**config.mk**
```make
export PLATFORM = sky130hd
export DESIGN_NAME = vdp_super_vram_arbiter
export DESIGN_NICKNAME = d
export VERILOG_FILES = /design/src/rtl/vdp_super_vram_arbiter.sv
export SDC_FILE = /design/constraint.sdc
export NUM_CORES = 1
export LEC_CHECK = 0
export ABC_CLOCK_PERIOD_IN_PS = 5370
export CAP_MARGIN = 10
export CORE_MARGIN = 10
export CORE_UTILIZATION = 43
export CTS_CLUSTER_SIZE = 8
export DETAILED_ROUTE_END_ITERATION = 8
export GPL_TIMING_DRIVEN = 0
export PLACE_DENSITY = 0.84
export SLEW_MARGIN = 20
export SYNTH_ARGS = -nofsm -noshare
export SYNTH_HDL_FRONTEND = slang
export SYNTH_SLANG_ARGS = --single-unit
```
**constraint.sdc**
```tcl
create_clock -name clk -period 5.37 [get_ports clk]
set_input_delay 1.074 -clock clk [delete_from_list [all_inputs] [get_ports clk]]
set_output_delay 1.074 -clock clk [all_outputs]
set_load 0.02 [all_outputs]
```
**src/rtl/vdp_super_vram_arbiter.sv**
```systemverilog
// VRAM slot arbiter: display > refresh > CPU/cmd round-robin, one access per 4-clock dot slot.
// Latency: request sampled at AP, strobe after FS, ack and read data after DR (3 clocks from AP).
// Backpressure: CPU/cmd hold req until their 1-clock ack; display and refresh can starve them.
module vdp_super_vram_arbiter #(
    parameter int ADDR_W        = 17,
    parameter int REFRESH_SLOTS = 96
) (
    input  logic              clk,
    input  logic              reset_n,
    input  logic [1:0]        dot_state,
    input  logic              disp_req,
    input  logic [ADDR_W-1:0] disp_addr,
    input  logic              cpu_req,
    input  logic              cpu_wr,
    input  logic [ADDR_W-1:0] cpu_addr,
    input  logic [31:0]       cpu_wdata,
    input  logic [3:0]        cpu_wmask,
    output logic              cpu_ack,
    input  logic              cmd_req,
    input  logic              cmd_wr,
    input  logic [ADDR_W-1:0] cmd_addr,
    input  logic [31:0]       cmd_wdata,
    input  logic [3:0]        cmd_wmask,
    output logic              cmd_ack,
    output logic [31:0]       req_rdata,
    output logic [ADDR_W-1:0] mem_addr,
    output logic              mem_rd,
    output logic              mem_wr,
    output logic              mem_refresh,
    output logic [31:0]       mem_wdata,
    output logic [3:0]        mem_wmask,
    input  logic [31:0]       mem_rdata,
    output logic              refresh_overrun
);

    localparam logic [1:0] PH_AP = 2'd2;
    localparam logic [1:0] PH_FS = 2'd3;
    localparam logic [1:0] PH_DL = 2'd0;
    localparam logic [1:0] PH_DR = 2'd1;
    localparam int         CNT_W = 10;
    localparam logic [CNT_W-1:0] REF_LAST = CNT_W'(REFRESH_SLOTS - 1);

    typedef enum logic [2:0] {OWN_IDLE, OWN_DISP, OWN_REF, OWN_CPU, OWN_CMD} owner_t;

    typedef struct packed {
        logic              wr;
        logic [ADDR_W-1:0] addr;
        logic [31:0]       wdata;
        logic [3:0]        wmask;
    } mem_req_t;

    owner_t           owner_q, owner_d, grant;
    mem_req_t         sel_req;
    logic             slot_wr_q;
    logic             prev_ap_q;
    logic             issued_q;
    logic             rr_cmd_q;
    logic [CNT_W-1:0] ref_cnt_q;
    logic             ref_pend_q, ref_pend_d;
    logic             ref_wrap, ref_grant, ovr_set;
    logic             elig_cpu, elig_cmd;
    logic             grant_rw, owner_rw;

    always_comb begin
        // an ack still showing means the held req belongs to the access just finished
        elig_cpu = cpu_req && !cpu_ack;
        elig_cmd = cmd_req && !cmd_ack;
        grant    = OWN_IDLE;
        if (disp_req)                grant = OWN_DISP;
        else if (ref_pend_q)         grant = OWN_REF;
        else if (elig_cpu && elig_cmd) grant = rr_cmd_q ? OWN_CMD : OWN_CPU;
        else if (elig_cpu)           grant = OWN_CPU;
        else if (elig_cmd)           grant = OWN_CMD;

        sel_req  = (grant == OWN_CMD) ? {cmd_wr, cmd_addr, cmd_wdata, cmd_wmask}
                                      : {cpu_wr, cpu_addr, cpu_wdata, cpu_wmask};
        grant_rw = (grant == OWN_CPU) || (grant == OWN_CMD);
        owner_rw = (owner_q == OWN_CPU) || (owner_q == OWN_CMD);

        owner_d = owner_q;
        case (dot_state)
            PH_AP:   owner_d = grant;
            PH_FS:   if (!prev_ap_q) owner_d = OWN_IDLE;
            PH_DL:   if (!issued_q) owner_d = OWN_IDLE;
            default: owner_d = OWN_IDLE;
        endcase

        ref_wrap   = (dot_state == PH_FS) && (ref_cnt_q == REF_LAST);
        ref_grant  = (dot_state == PH_AP) && (grant == OWN_REF);
        ref_pend_d = (ref_pend_q && !ref_grant) || ref_wrap;
        ovr_set    = ref_wrap && ref_pend_q && !ref_grant;
    end

    always_ff @(posedge clk or negedge reset_n) begin
        if (!reset_n) begin
            owner_q         <= OWN_IDLE;
            slot_wr_q       <= 1'b0;
            prev_ap_q       <= 1'b0;
            issued_q        <= 1'b0;
            rr_cmd_q        <= 1'b0;
            ref_cnt_q       <= '0;
            ref_pend_q      <= 1'b0;
            refresh_overrun <= 1'b0;
            mem_addr        <= '0;
            mem_wdata       <= '0;
            mem_wmask       <= '0;
            mem_rd          <= 1'b0;
            mem_wr          <= 1'b0;
            mem_refresh     <= 1'b0;
            cpu_ack         <= 1'b0;
            cmd_ack         <= 1'b0;
            req_rdata       <= '0;
        end else begin
            owner_q     <= owner_d;
            prev_ap_q   <= (dot_state == PH_AP);
            ref_pend_q  <= ref_pend_d;
            mem_rd      <= 1'b0;
            mem_wr      <= 1'b0;
            mem_refresh <= 1'b0;
            cpu_ack     <= 1'b0;
            cmd_ack     <= 1'b0;
            if (ovr_set) refresh_overrun <= 1'b1;
            case (dot_state)
                PH_AP: begin
                    issued_q <= 1'b0;
                    if (grant == OWN_DISP) begin
                        mem_addr  <= disp_addr;
                        slot_wr_q <= 1'b0;
                    end else if (grant_rw) begin
                        mem_addr  <= sel_req.addr;
                        mem_wdata <= sel_req.wdata;
                        mem_wmask <= sel_req.wmask;
                        slot_wr_q <= sel_req.wr;
                    end
                end
                PH_FS: begin
                    ref_cnt_q <= ref_wrap ? '0 : ref_cnt_q + CNT_W'(1);
                    // only a slot that came straight from its AP may touch memory
                    if (prev_ap_q && owner_q != OWN_IDLE) begin
                        issued_q    <= 1'b1;
                        mem_refresh <= (owner_q == OWN_REF);
                        mem_wr      <= owner_rw && slot_wr_q;
                        mem_rd      <= (owner_q == OWN_DISP) || (owner_rw && !slot_wr_q);
                    end
                end
                PH_DR: begin
                    issued_q <= 1'b0;
                    if (issued_q && owner_rw) begin
                        cpu_ack  <= (owner_q == OWN_CPU);
                        cmd_ack  <= (owner_q == OWN_CMD);
                        rr_cmd_q <= (owner_q == OWN_CPU);
                        if (!slot_wr_q) req_rdata <= mem_rdata;
                    end
                end
                default: ;
            endcase
        end
    end

endmodule

```
==> results.ini <==
[outcome]
status = complete, no violations

[cells_and_area]
final_cells = 841
layout-drive-gt1-share_pct = 9.60
syn2layout_area_growth_pct = 61.3
layout_commonest_cell = clkdlybuf4s50_1
final_cell_mix = 253 x clkdlybuf4s50_1, 109 x dfrtp_1, 55 x a21oi_1, 55 x mux2i_1, 45 x nor2_1
final_core_util_pct = 70.2
final_net_count = 862
num_antenna_cells = 0

[power]
total_power_mw = 2.29
powerDensity_nw_per_um2 = 287
ir_drop_mv = 0.202
leakagePower_nw = 3.47

[setup_path]
worst-endpoint-required_ns = 5.56
cp_max_fo = 10
r2r_setup_slack_ns = 3.28
crit_family = buffers and inverters
crit_chain = clkdlybuf4s50_1, clkbuf_1, nand2b_1, a211oi_2, clkbuf_1, a21oi_1
max_stage_delay_ns = 0.53
cpMaxStageDelayCell = a211oi_2
crit_buf_inv = 3
critPathLaunchType = input pin
crit_arrival_ns = 3.22
critPathKind = in2reg
cp_common_cell = clkbuf_1
end_kind = register

[sta]
relSlewSlack_pct = 58.5
finalSetupViolations = 0
tightest_slew_ns = 0.621
clock_skew_ns = 0.00655
setup_slack_ns = 2.34
slew_viol_final = 0
period_minus_slack_ns = 3.03
hold_viol = 0
clock.fmax_mhz = 330
min_period_over_period_pct = 56.5
rsz0062_at_grt = no

[drt]
vias_per_cell = 5.10
vias = 4288
ant_nets = 0
routed_wl_um = 16100
drc = 0
first_pass_iters = 4
wl_per_cell_um = 19.1
drt-initial-drc-count = 155

[synth]
synth_warnings = 0
synth_nets = 596
synth_seq_cells = 109
synth_top_area_share_pct = 55.1
synth_ff_type = dfrtp_1
postSynthCellCount = 427
yosysSeqAreaShare_pct = 55.1
avgSynthCellArea_um2 = 11.6
synth.area.top_cells = dfrtp_1 55%, mux2i_1 11%, mux2_2 7.1%
synth_top_area_cell = dfrtp_1
syn_area_um2 = 4950
synth_edf_count = 0
synthArstFlopShare_pct = 100
post_synth_num_cell_types = 40

[global_routing]
grt_pass1_wl_um = 25200
grt_max_degree = 62
grt_pass1_vias = 4801
grt_use_total_pct = 19.3
grt_antenna_before_repair = 0
overflow = 0

[clocking]
postCtsHoldBufs = 0
clk_path_buf_depth = 2
htreeDepth = 3
clk_pin_slew_ns = 0.07
postCtsResizedCells = 0
cts_setup_buffers = 0
cts_buffers = 9
clkLatencyLatePin_ns = 0.34
cts-root-buf = clkbuf_16
tritoncts = done
clock_sinks = 109

[die]
fp.dieW_um = 127
num_rows = 39
coreArea_um2 = 11400
ios = 255
die_area_um2 = 16200
fp.dieH_um = 127
initial_core_util_pct = 43.5

[placed_design]
place_ws_ns = 1.92
dpl.cell_count = 825
io_buffers = 254
gp_congestion = 0.853
dp_hpwl_um = 13200

[hold_path]
hp-class = reg2reg

[run]
maxCapViolCount = 0

Yosys cell counts (all sizes together) (4+ instances only):
| master | count |
|---|---|
| a21oi | 55 |
| mux2i | 55 |
| nor2 | 45 |
| nand2 | 13 |
| dfrtp | 109 |
| o21ai | 22 |
| and3 | 19 |
| clkbuf | 11 |
| xor2 | 4 |
| inv | 5 |
| xnor2 | 4 |
| ha | 5 |
| buf | 14 |
| nand2b | 4 |
| nand3 | 5 |
| mux2 | 33 |
per-layer routing:
layer  part of all wire (%)  track usage, %  wire (µm)  vias up
met1                     37            20.9       6020     2045
met4                    2.0            5.69        314        0
met5                      0               0          0        -
met2                     50            33.5       8100      185
met3                     10            8.11       1670       19
li1                       -               -          -     2039
flip-flops by register name (all words and copies together), names as in the netlist, 3 cells and up:
register / count
req_rdata: 32
ref_cnt_q: 10
owner_q: 3
mem_wmask: 4
mem_addr: 17
mem_wdata: 32
layout make-up:
type                       instances  area, µm²
inverter                           5       18.8
multi-input combinational        288       2040
timing repair buffer             255       2570
fill                             844       3390
clock buffer                      10        229
sequential                       109       2730
clock inverter                     6       53.8
tap                              143        179
buffer                            25        164
path summary, 6_finish.rpt:
path	end	start	depth (start not counted)
min in group asynchronous	req_rdata[1]$_DFFE_PN0P_	reset_n	1
setup reg to reg	mem_wmask[1]$_DFFE_PN0P_	cmd_ack$_DFF_PN0_	6
hold / removal	ref_cnt_q[9]$_DFFE_PN0P_	ref_cnt_q[9]$_DFFE_PN0P_	1
max in group asynchronous	mem_wdata[7]$_DFFE_PN0P_	reset_n	2
hold reg to reg	ref_cnt_q[9]$_DFFE_PN0P_	ref_cnt_q[9]$_DFFE_PN0P_	1
setup / recovery	mem_wdata[21]$_DFFE_PN0P_	disp_req	6
power by group:
group	internal, mW	total (mW)	switching, mW
Clock	0.325	0.634	0.309
Combinational	0.344	0.649	0.306
Sequential	0.929	1.01	0.0764
through the flow:
stage | setup TNS (ns) | hold WS, ns | cell area, µm²
after CTS | 0 | 0.485 | 7980
after floorplan | 0 | 0.443 | 4950
after global routing | 0 | 0.507 | 7980
final | 0 | 0.481 | 7980
after detailed placement | 0 | 0.465 | 7700
after global placement | -85.55 | 0.461 | 7670
kinds of logic after synthesis:
logic type               after synthesis  share of synthesized area, %
flip-flops                           109                          55.1
adder cells (fa/ha/maj)                5                          1.26
XOR/XNOR                               8                          1.42
AO/OA/AOI/OAI                         88                          9.96
multiplexers                          88                          18.6
AND/OR/NAND/NOR                       99                          9.96
buffers and inverters                 30                          3.69
No activity file was read; power rests on OpenSTA's default activity.
